### config.mk
export PLATFORM = sky130hd
export DESIGN_NAME = clk_user_rst_seq
export DESIGN_NICKNAME = d
export VERILOG_FILES = /design/src/rtl/clk_user_pkg.sv /design/src/rtl/sync_2ff.sv /design/src/rtl/clk_user_rst_seq.sv
export SDC_FILE = /design/constraint.sdc
export NUM_CORES = 1
export LEC_CHECK = 0
export ABC_AREA = 1
export CAP_MARGIN = 30
export CORE_UTILIZATION = 50
export CTS_CLUSTER_SIZE = 40
export DETAILED_ROUTE_END_ITERATION = 8
export PLACE_DENSITY = 0.76
export SLEW_MARGIN = 20
export SYNTH_ARGS = -nofsm -noshare
export SYNTH_HDL_FRONTEND = slang
export SYNTH_HIERARCHICAL = 1
export SYNTH_SLANG_ARGS = --single-unit
### constraint.sdc
create_clock -name clk_in1 -period 4.5 [get_ports clk_in1]
set_clock_uncertainty 0.15 [all_clocks]
set_input_delay 0.9 -clock clk_in1 [delete_from_list [all_inputs] [get_ports clk_in1]]
set_output_delay 0.9 -clock clk_in1 [all_outputs]
set_load 0.02 [all_outputs]
### src/rtl/clk_user_pkg.sv
// clk_user_pkg: shared FSM encoding and sizing helpers for the user clock reset sequencer
package clk_user_pkg;
  localparam int STATE_W = 3;
  typedef enum logic [STATE_W-1:0] {
    RST       = 3'd0,
    WAIT_LOCK = 3'd1,
    STABLE    = 3'd2,
    RELEASE   = 3'd3,
    RUN       = 3'd4,
    FAULT     = 3'd5
  } state_e;
  // smallest width able to count up to the longest phase
  function automatic int cnt_width(int a, int b, int c, int d);
    int m;
    m = a > b ? a : b;
    m = m > c ? m : c;
    m = m > d ? m : d;
    return m < 2 ? 1 : $clog2(m);
  endfunction
endpackage

### src/rtl/sync_2ff.sv
// sync_2ff: two-flop synchroniser for a single asynchronous bit
module sync_2ff (
  input  logic clk_i,
  input  logic rst_ni,
  input  logic d_i,
  output logic q_o
);
  logic meta_q, sync_q;
  // first flop may go metastable, second gives it a full cycle to settle
  always_ff @(posedge clk_i or negedge rst_ni)
    if (!rst_ni) begin
      meta_q <= 1'b0;
      sync_q <= 1'b0;
    end else begin
      meta_q <= d_i;
      sync_q <= meta_q;
    end
  assign q_o = sync_q;
endmodule

### src/rtl/clk_user_rst_seq.sv
// clk_user_rst_seq: wizard reset, lock qualification with retry, and staggered domain reset release
module clk_user_rst_seq
  import clk_user_pkg::*;
#(
  parameter int RST_CYCLES     = 16,
  parameter int LOCK_TIMEOUT   = 65536,
  parameter int STABLE_CYCLES  = 1024,
  parameter int MAX_RETRY      = 3,
  parameter int NUM_DOMAINS    = 2,
  parameter int STAGGER_CYCLES = 8
) (
  input  logic                             clk_in1,
  input  logic                             resetn,
  input  logic                             restart,
  input  logic                             mmcm_locked,
  output logic                             mmcm_reset,
  output logic [NUM_DOMAINS-1:0]           domain_rst,
  output logic                             ready,
  output logic                             fault,
  output logic [$clog2(MAX_RETRY+1)-1:0]   retry_cnt,
  output logic [STATE_W-1:0]               state
);
  localparam int CW = cnt_width(RST_CYCLES, LOCK_TIMEOUT, STABLE_CYCLES, NUM_DOMAINS * STAGGER_CYCLES);
  localparam int RW = $clog2(MAX_RETRY + 1);
  localparam logic [CW-1:0] RST_LAST = CW'(RST_CYCLES - 1);
  localparam logic [CW-1:0] TO_LAST  = CW'(LOCK_TIMEOUT - 1);
  localparam logic [CW-1:0] ST_LAST  = CW'(STABLE_CYCLES - 1);
  localparam logic [CW-1:0] REL_LAST = CW'((NUM_DOMAINS - 1) * STAGGER_CYCLES);
  logic                   locked_s;
  state_e                 state_q, state_d, fail_state;
  logic [CW-1:0]          cnt_q, cnt_d;
  logic [RW-1:0]          retry_q, retry_d, retry_inc;
  logic [NUM_DOMAINS-1:0] dom_q, dom_d, rel_hit;
  logic                   mmcm_q, ready_q, fault_q;
  sync_2ff u_lock_sync (
    .clk_i  (clk_in1),
    .rst_ni (resetn),
    .d_i    (mmcm_locked),
    .q_o    (locked_s)
  );
  // next-state, shared counter and per-domain release decisions; restart overrides everything
  always_comb begin
    retry_inc  = retry_q + 1'b1;
    fail_state = int'(retry_inc) < MAX_RETRY ? RST : FAULT;
    state_d    = state_q;
    retry_d    = retry_q;
    if (restart) begin
      state_d = RST;
      retry_d = '0;
    end else begin
      case (state_q)
        RST:       state_d = cnt_q == RST_LAST ? WAIT_LOCK : RST;
        WAIT_LOCK: if (locked_s) state_d = STABLE;
                   else if (cnt_q == TO_LAST) begin
                     state_d = fail_state;
                     retry_d = retry_inc;
                   end
        STABLE:    if (!locked_s) begin
                     state_d = fail_state;
                     retry_d = retry_inc;
                   end else if (cnt_q == ST_LAST) state_d = RELEASE;
        RELEASE,
        RUN:       if (!locked_s) begin
                     state_d = RST;
                     retry_d = '0;
                   end else if (state_q == RELEASE && cnt_q == REL_LAST) state_d = RUN;
        default:   state_d = FAULT;
      endcase
    end
    cnt_d = (restart || state_d != state_q || state_q == RUN || state_q == FAULT) ? '0 : cnt_q + 1'b1;
    for (int i = 0; i < NUM_DOMAINS; i++) rel_hit[i] = cnt_d == CW'(i * STAGGER_CYCLES);
    dom_d = state_d == RUN ? '0 : state_d == RELEASE ? dom_q & ~rel_hit : '1;
  end
  // all outputs registered from the next state so they change together with the FSM
  always_ff @(posedge clk_in1 or negedge resetn)
    if (!resetn) begin
      state_q <= RST;
      cnt_q   <= '0;
      retry_q <= '0;
      dom_q   <= '1;
      mmcm_q  <= 1'b1;
      ready_q <= 1'b0;
      fault_q <= 1'b0;
    end else begin
      state_q <= state_d;
      cnt_q   <= cnt_d;
      retry_q <= retry_d;
      dom_q   <= dom_d;
      mmcm_q  <= state_d inside {RST, FAULT};
      ready_q <= state_d == RUN;
      fault_q <= state_d == FAULT;
    end
  assign mmcm_reset = mmcm_q;
  assign domain_rst = dom_q;
  assign ready      = ready_q;
  assign fault      = fault_q;
  assign retry_cnt  = retry_q;
  assign state      = state_q;
endmodule

==> results of run 1 <==
==> flip-flops by register name, indices dropped and copies added, names as in the netlist <==
signal / flops
state: 3
ready: 1
domain_rst: 2
mmcm_reset: 1
u_lock_sync/meta_q: 1
retry_cnt: 2
fault: 1
u_lock_sync/q_o: 1
cnt_q: 16
==> worst max path at each step <==
stage               slack [ps]  depth (start not counted)            end
detailed placement        1570                         12  domain_rst[1]
global route              1680                         12  domain_rst[1]
global placement          1650                          8      cnt_q[11]
finish                    1910                         12  domain_rst[1]
floorplan                 2250                         11  domain_rst[0]
CTS                       1920                         12  domain_rst[1]
==> logic make-up (layout without fill, tap and decap cells) <==
group,count (synthesis),count (layout),share of synthesized area
adder cells (fa/ha/maj),3,3,0.0216
AND/OR/NAND/NOR,133,133,0.348
XOR/XNOR,7,7,0.0353
flip-flops,28,28,0.406
buffers and inverters,53,70,0.115
AO/OA/AOI/OAI,23,23,0.0742
==> layer usage <==
layer / part of all wire / vias to the layer above / routed length (um)
li1: - / 788 / -
met1: 0.50 / 679 / 1630
met2: 0.46 / 24 / 1490
met3: 0.028 / 4 / 92
met4: 0.010 / 0 / 33
met5: 0 / - / 0
==> critical path, cell delays in order <==
cell	delay, ps
clkdlybuf4s50_1	490
nor3_1	260
nand2_2	120
a21oi_1	170
nand3_2	130
nor2_4	180
o21ai_1	120
nand3_1	80
nor2_1	40
nand2_1	50
nand2_1	40
a21oi_1	130
==> area by class of cell <==
type,count,area share
clock buffers,3,0.0114
clock inverters,1,0.0152
inverters,52,0.0986
multi-input cells,166,0.420
flip-flops and latches,28,0.356
well taps,46,0.0291
repair buffers,14,0.0695
==> cells in the final DEF, fill, tap and decap left out, drive strengths merged <==
master,n
or3,1
or2,1
o2111ai,1
inv,52
nor4,1
nor2,47
a21oi,7
clkbuf,3
a211oi,1
ha,3
bufinv,1
buf,1
xnor2,2
nand3,16
clkdlybuf4s50,13
xor2,5
nand2,62
nand4,3
o21ai,11
o21bai,3
dfrtp,25
nor3,2
dfstp,3
==> through the flow <==
stage / area (um^2) / utilization / hold WS (ps) / setup WS [ps]
final: 1980 / 0.593 / 225 / 1910
after global routing: 1980 / 0.593 / 240 / 1680
after CTS: 1980 / 0.593 / 228 / 1920
after detailed placement: 1930 / 0.577 / 194 / 1570
after global placement: 1930 / 0.577 / 186 / 1650
after floorplan: 1740 / - / 181 / 2250
==> power by group <==
group	total (mW)	leakage [nW]	switching, mW	internal [mW]
clock	0.164	0.0279	0.0734	0.0901
sequential	0.258	0.374	0.00316	0.255
combinational	0.0257	0.643	0.0172	0.00857
total	0.447	1.04	0.0937	0.354
==> impl_metrics.py, run 1 <==
metrics = {
    "synthesis": {
        "ys_warn_count": 6,
        "synth_edf_count": 0,
        "synth.largest_area_cell": "dfrtp_1",
        "yosys.cell_count.top_type": "nand2_1",
        "synth_area_mm2": 0.00174,
        "synthTopCellsByArea": "dfrtp_1 36%, nand2_1 12%, inv_1 10%",
        "ys_types": 29,
        "synthTopCellsByCount": "57 x nand2_1, 47 x inv_1, 44 x nor2_1, 25 x dfrtp_1, 12 x nand3_1",
        "synth-seq-cells": 28,
        "synth.avg_cell_area_um2": 7.03,
        "yosysSeqAreaShare": 0.406,
        "synthArstFlopShare": 1.00,
        "synth_cells": 247,
        "synth_flop_cell": "dfrtp_1",
        "synth_top_area_frac": 0.360,
        "syn-num-nets": 254,
    },
    "clock_network": {
        "htreeDepth": 1,
        "clock-sinks": 28,
        "cts_buffers": 3,
        "cts_tree": "done",
        "holdBufCountCts": 0,
        "cts_resized": 0,
        "clockBufferDepth": 2,
        "insertion_delay_ps": 330,
        "path_clk_slew_ps": 150,
        "root_buffer": "clkbuf_4",
        "post_cts_buffers": 0,
    },
    "floorplan": {
        "dieArea_mm2": 0.00371,
        "die_w_um": 60.9,
        "initial_core_util": 0.520,
        "ios": 14,
        "fp.dieH_um": 60.9,
        "num_rows": 21,
        "core-area_mm2": 0.00334,
    },
    "timing": {
        "maxSlewViolCount": 0,
        "fin_setup_tns_ps": 0,
        "setup_viol": 0,
        "worst_pin_slew_ps": 492,
        "final_hold_viol_count": 0,
        "slew_headroom": 0.672,
        "fin_crit_sh": 0.575,
        "timing.fmax_ghz": 0.386,
        "rsz0062_at_grt": "false",
        "min_period_ps": 2590,
    },
    "routing": {
        "ant_nets": 0,
        "post-route-drc-count": 0,
        "route.vias.total": 1495,
        "totalWireLength_mm": 3.25,
        "wl_per_cell_um": 10.5,
        "viasPerCell": 4.82,
        "first_iter_violations": 69,
        "first_pass_iters": 4,
    },
    "power_and_ir_drop": {
        "power.density_mw_per_mm2": 226,
        "finalPower_mw": 0.447,
        "p_leak_nw": 1.04,
        "peakVddDrop_mv": 0.131,
    },
    "critical_path": {
        "timing.rr.end": "domain_rst[1]",
        "setup.worst_path.end_class": "register",
        "crit_path_max_fanout": 9,
        "critPathRequiredTime_ps": 4620,
        "worstRegToRegCells": 17,
        "rrSetupSlack_ps": 2150,
        "crit_arrival_ps": 2710,
        "setup.worst_path.start": "restart",
        "start_kind": "primary input",
        "reg2reg_from": "cnt_q[0]",
        "path_class": "in -> reg",
    },
    "cells_and_area": {
        "ff_latch_area_um2": 704,
        "fin_nets": 272,
        "insertedDiodeCount": 0,
        "final_cells": 310,
        "multiInputGateArea_um2": 832,
        "n_fill_cell": 314,
        "drive_gt1_frac": 0.102,
        "syn2layout_area_growth_pct": 14.0,
    },
    "worst_hold_path": {
        "holdPathEnd": "u_lock_sync/q_o",
        "worstHoldStart": "u_lock_sync/meta_q",
        "min_delay_path_depth": 0,
        "min_path_type": "reg -> reg",
    },
    "placement": {
        "numPortBuffers": 13,
        "dp_cells": 306,
        "dp_hpwl_mm": 2.51,
        "gp_congestion": 0.878,
    },
    "grt": {
        "grt_max_degree": 29,
        "grt_util_all_layers": 0.199,
        "gr-usage-met2": 0.319,
        "grt_pass1_vias": 1294,
        "antenna_found_initial": 0,
        "grt_pass1_wl_mm": 5.42,
        "grt_overflow_total": 0,
        "top_usage_layer": "met2",
        "use_met1": 0.283,
        "grt_use_met3": 0.0192,
    },
    "run": {
        "cap_violations": 0,
    },
    "status": {
        "run_status": "finished clean",
    },
}
No activity file was read; power rests on OpenSTA's default activity.
==> run 2: changes to the inputs <==
Settings changed: PLACE_DENSITY 0.76 to 0.79.
Clock period 4.5 ns to 2.15 ns, I/O delays scaled along.
==> impl_metrics.py, run 2 (synthesized netlist as in run 1, its figures left out) <==
metrics = {
    "status": {
        "run_status": "complete, but fails checks",
        "violations": "negative setup slack",
    },
    "routing": {
        "ant_nets": 0,
        "route.vias.total": 1817,
        "met1Wirelength_mm": 2.07,
        "post-route-drc-count": 0,
        "first_iter_violations": 142,
        "first_pass_iters": 4,
        "wl_per_cell_um": 14.2,
        "wl_met3_um": 249,
        "met2_length_mm": 2.55,
        "viasPerCell": 5.18,
        "topRoutingLayerUsed": "met4",
        "totalWireLength_mm": 4.99,
    },
    "critical_path": {
        "path_delay_family": "simple AND/OR/NAND/NOR gates",
        "worstRegToRegCells": 16,
        "cpPeakStageDelay_ps": 460,
        "crit_arrival_ps": 2670,
        "start_kind": "register",
        "reg2reg_from": "cnt_q[0]",
        "rrSetupSlack_ps": -370,
        "timing.rr.end": "domain_rst[0]",
        "cp_num_buf_inv": 4,
        "path_depth": 16,
        "path_class": "reg -> reg",
        "path_cells": "buf_4 > buf_4 > nand3_1 > nor2_1 > inv_1 > buf_4 > nor2_4 > nand2_2 > nor2_2 > xor2_1 > o21ai_2 > nand2_1 > nor2_2 > nand2_1 > nand2_1 > a21oi_2",
        "cp_slowest_cell": "dfrtp_1",
        "setup.worst_path.end_class": "register",
        "crit_path_max_fanout": 3,
        "critPathRequiredTime_ps": 2300,
    },
    "timing": {
        "fin_setup_tns_ps": -3500,
        "min_period_ps": 2520,
        "fin_ws_ps": -371,
        "worst_pin_slew_ps": 389,
        "rsz0062_at_grt": "true",
        "timing.fmax_ghz": 0.397,
        "setup_viol": 18,
        "final_hold_viol_count": 0,
        "slew_headroom": 0.739,
        "maxSlewViolCount": 0,
        "fin_crit_sh": 1.17,
    },
    "cells_and_area": {
        "layout_common_cells": "52 x nand2_1, 44 x inv_1, 35 x buf_4, 23 x dfrtp_1, 22 x nor2_1",
        "finish.utilization": 0.773,
        "final_common_cell": "nand2_1",
        "largest_reg_flops": 16,
        "fin_area_mm2": 0.00258,
        "ff_latch_area_um2": 707,
        "fin_nets": 313,
        "multiInputGateArea_mm2": 0.00108,
        "n_fill_cell": 219,
        "syn2layout_area_growth_pct": 48.6,
        "top_register": "cnt_q",
        "insertedDiodeCount": 0,
        "drive_gt1_frac": 0.367,
    },
    "floorplan": {
        "num_rows": 21,
        "dieArea_mm2": 0.00371,
        "ios": 14,
        "initial_core_util": 0.520,
        "fp.dieH_um": 60.9,
        "die_w_um": 60.9,
        "core-area_mm2": 0.00334,
    },
    "worst_hold_path": {
        "worstHoldStart": "u_lock_sync/meta_q",
        "holdPathEnd": "u_lock_sync/q_o",
        "min_path_type": "reg -> reg",
        "min_delay_path_depth": 0,
    },
    "clock_network": {
        "clock-sinks": 28,
        "clockBufferDepth": 2,
        "path_clk_slew_ps": 160,
        "htreeDepth": 1,
        "cts_tree": "done",
        "root_buffer": "clkbuf_4",
        "cts_buffers": 3,
        "insertion_delay_ps": 350,
    },
    "placement": {
        "placed_cell_area_mm2": 0.00218,
        "dp_hpwl_mm": 2.98,
        "dp_slack_ps": -235,
        "gp_congestion": 0.902,
        "numPortBuffers": 13,
    },
    "power_and_ir_drop": {
        "peakVddDrop_mv": 0.559,
        "p_leak_nw": 1.28,
        "power.density_mw_per_mm2": 392,
    },
    "grt": {
        "grt_pass1_wl_mm": 6.31,
        "antenna_found_initial": 0,
        "grt_pass1_vias": 1457,
        "grt_max_degree": 29,
        "grt_overflow_total": 0,
        "grt_util_all_layers": 0.235,
    },
    "run": {
        "cap_violations": 0,
    },
}
## run 2: cell count changes in the layout (fill, tap and decap cells not counted), sizes merged
cell / change
clkbuf: +1
buf: +39
nor2: +1
## run 2: final cells by class
class / instances / share of cell area
sequential: 28 / 0.274
clock inverter: 1 / 0.0116
clock buffer: 3 / 0.00873
multi-input combinational: 167 / 0.418
tap: 46 / 0.0223
inverter: 52 / 0.0786
timing repair buffer: 54 / 0.187
## run 2: metrics by stage
| step | instances | power, mW | hold slack [ps] |
|---|---|---|---|
| after floorplan | 247 | 0.579 | -15.6 |
| after CTS | 343 | 0.963 | 221 |
| final | 351 | 1.01 | 231 |
| after global placement | 338 | 0.618 | 187 |
| after global routing | 351 | 1.04 | 233 |
| after detailed placement | 338 | 0.619 | 186 |
## run 2: worst max-delay path by stage
stage / start / end / slack, ps
floorplan: state[1] / domain_rst[0] / 60
global placement: restart / domain_rst[0] / -170
detailed placement: restart / domain_rst[0] / -240
CTS: cnt_q[0] / domain_rst[0] / -160
global route: cnt_q[0] / domain_rst[0] / -510
finish: cnt_q[0] / domain_rst[0] / -370
## run 2: repair_timing
action                     in CTS  in global routing
cloned                          1                  1
hold buffers                    0                  0
pin swaps                       4                 15
resized for setup              11                 61
setup endpoints to repair      17                 23
buffers inserted                0                  8
## run 2: where the power goes
group          leakage (nW)  internal, mW  switching (mW)
Clock                0.0279         0.189           0.168
Sequential            0.370         0.534         0.00862
Combinational         0.880        0.0501          0.0632
## run 2: metal layers
| metal | vias up | track usage |
|---|---|---|
| li1 | 872 | - |
| met1 | 864 | 0.332 |
| met4 | 0 | 0.0909 |
| met3 | 16 | 0.0235 |
| met2 | 65 | 0.374 |
| met5 | - | 0 |
==> edit (flow settings as in run 2) <==
Reset style: synchronous (`resetn` and `rst_ni`), changed in 2 clocked blocks. Comments in the files are not updated.
--- a/src/rtl/sync_2ff.sv
+++ b/src/rtl/sync_2ff.sv
@@ -7,7 +7,7 @@
 );
   logic meta_q, sync_q;
   // first flop may go metastable, second gives it a full cycle to settle
-  always_ff @(posedge clk_i or negedge rst_ni)
+  always_ff @(posedge clk_i)
     if (!rst_ni) begin
       meta_q <= 1'b0;
       sync_q <= 1'b0;
--- a/src/rtl/clk_user_rst_seq.sv
+++ b/src/rtl/clk_user_rst_seq.sv
@@ -72,7 +72,7 @@
     dom_d = state_d == RUN ? '0 : state_d == RELEASE ? dom_q & ~rel_hit : '1;
   end
   // all outputs registered from the next state so they change together with the FSM
-  always_ff @(posedge clk_in1 or negedge resetn)
+  always_ff @(posedge clk_in1)
     if (!resetn) begin
       state_q <= RST;
       cnt_q   <= '0;
Function: no difference found for any inputs over 10 cycles, from zero or initial values and one cycle with resetn low; that may be too few to reach the edited logic, so the function may still have changed.
==> edit against run 2 <==
The flow still finishes with violations (setup timing). Cell count increased by 3.4%. Synthesized area fell by 2.2%. Largest power group unchanged. Count of clock-buffer cells in the layout is the same. Cell area is essentially flat. Sequential cell count stayed put. Setup slack gained 97 ps. Routed wire length increased by 16%. Synthesized cell count unchanged. Total power down 3.5%.
==> edit: results (changes against run 2) <==
stage;metric;value;unit;change
drt;routed-via-count;1979;;was 1817
logic_synthesis;ys_async_sr_fraction;0;;was 1.00
grt;grt_pass1_vias;1772;;was 1457
final_layout;area_growth_syn_to_layout;52.0;%;was 48.6%
timing;setup_ws;-275;ps;was -371 ps
outcome;outcome;finished with violations;;unchanged
outcome;violations;setup timing;;unchanged
logic_synthesis;synth_cell_types;28;;was 29
timing;tightestPinTransition;353;ps;was 389 ps
timing;finalSetupViolCount;17;;was 18
logic_synthesis;avgSynthCellArea;6.87;sq um;was 7.03 sq um
logic_synthesis;seq_area_frac_synth;0.330;;was 0.406
hold_path;min_to;u_lock_sync/q_o;;unchanged
place;finalWeightedCongestion;0.826;;was 0.902
setup_path;cpMaxStageDelayCell;dfxtp_4;;was dfrtp_1
drt;met1Wirelength;2310;um;was 2070 um
place;placedCellCount;351;;was 338
grt;grt_pass1_wl;7660;um;was 6310 um
setup_path;reg2reg_to;domain_rst[1];;was domain_rst[0]
drt;wl_met3;319;um;was 249 um
setup_path;crit_fanout;5;;was 3
setup_path;reg2reg_depth;19;;was 16
setup_path;reg2reg_from;cnt_q[1];;was cnt_q[0]
final_layout;finalNetCount;327;;was 313
setup_path;cp_slowest_stage_delay;400;ps;was 460 ps
-- edit: changes by cell type after synthesis, moves of 3 or more --
cell      change
dfxtp_1      +28
dfrtp_1      -25
inv_1        -15
nor3_1       +12
nor2_1        -9
o211ai_1      +8
o21ai_1       -6
xor2_1        +5
nor2_2        +4
a21oi_1       +3
dfstp_2       -3
o21bai_1      -3
-- edit: repair_timing --
item,in CTS,in global routing
gates resized for setup,20,35
pin swaps,11,18
setup endpoints to repair,17,20
gates cloned,1,0
buffers inserted,4,3
-- edit: worst reg2reg max path: cells and delay by family (launching register included) --
family,cells,cell delay [ps]
AO/OA/AOI/OAI,1,60
flip-flops,1,400
adder cells (fa/ha/maj),1,120
buffers and inverters,1,60
AND/OR/NAND/NOR,16,1540
-- edit: layer usage --
metal | vias up | GRT usage
li1 | 934 | -
met3 | 29 | 0.0628
met2 | 86 | 0.482
met1 | 930 | 0.351
met4 | 0 | 0.136
met5 | - | 0
-- edit: layout make-up --
class,instances,area share
Multi-Input combinational cell,181,0.456
Tap cell,44,0.0213
Timing Repair Buffer,69,0.221
Clock buffer,3,0.00873
Clock inverter,1,0.0116
Inverter,37,0.0587
Sequential cell,28,0.222
-- edit: logic make-up (layout without fill, tap and decap cells) --
kind of cell	after synthesis	after routing	share of synthesized area
AO/OA/AOI/OAI	24	24	0.0936
buffers and inverters	39	110	0.0862
XOR/XNOR	11	11	0.0567
adder cells (fa/ha/maj)	3	3	0.0221
flip-flops	28	28	0.330
AND/OR/NAND/NOR	142	143	0.411
-- edit: where the power goes --
part | internal [mW] | switching, mW | leakage, nW | total, mW
logic | 0.0371 | 0.0489 | 0.978 | 0.0861
clock network | 0.189 | 0.176 | 0.0279 | 0.365
registers | 0.522 | 0.00437 | 0.230 | 0.526
total | 0.748 | 0.229 | 1.24 | 0.977
-- edit: how the worst max path moves through the flow --
| stage | from | endpoint | slack, ps |
|---|---|---|---|
| after floorplan | cnt_q[1] | domain_rst[1] | 10 |
| after global placement | restart | domain_rst[1] | -130 |
| after detailed placement | restart | domain_rst[1] | -190 |
| after CTS | cnt_q[1] | domain_rst[1] | -100 |
| after global routing | cnt_q[12] | domain_rst[0] | -390 |
| final | cnt_q[1] | domain_rst[1] | -270 |
-- edit: metrics by stage --
step	util	instance area [sq um]	total power [mW]	hold WS, ps
after detailed placement	0.723	2260	0.603	249
after global routing	0.825	2580	0.997	345
after CTS	0.776	2430	0.955	277
after global placement	0.723	2260	0.600	252
final	0.825	2580	0.977	319
after floorplan	-	1700	0.567	240
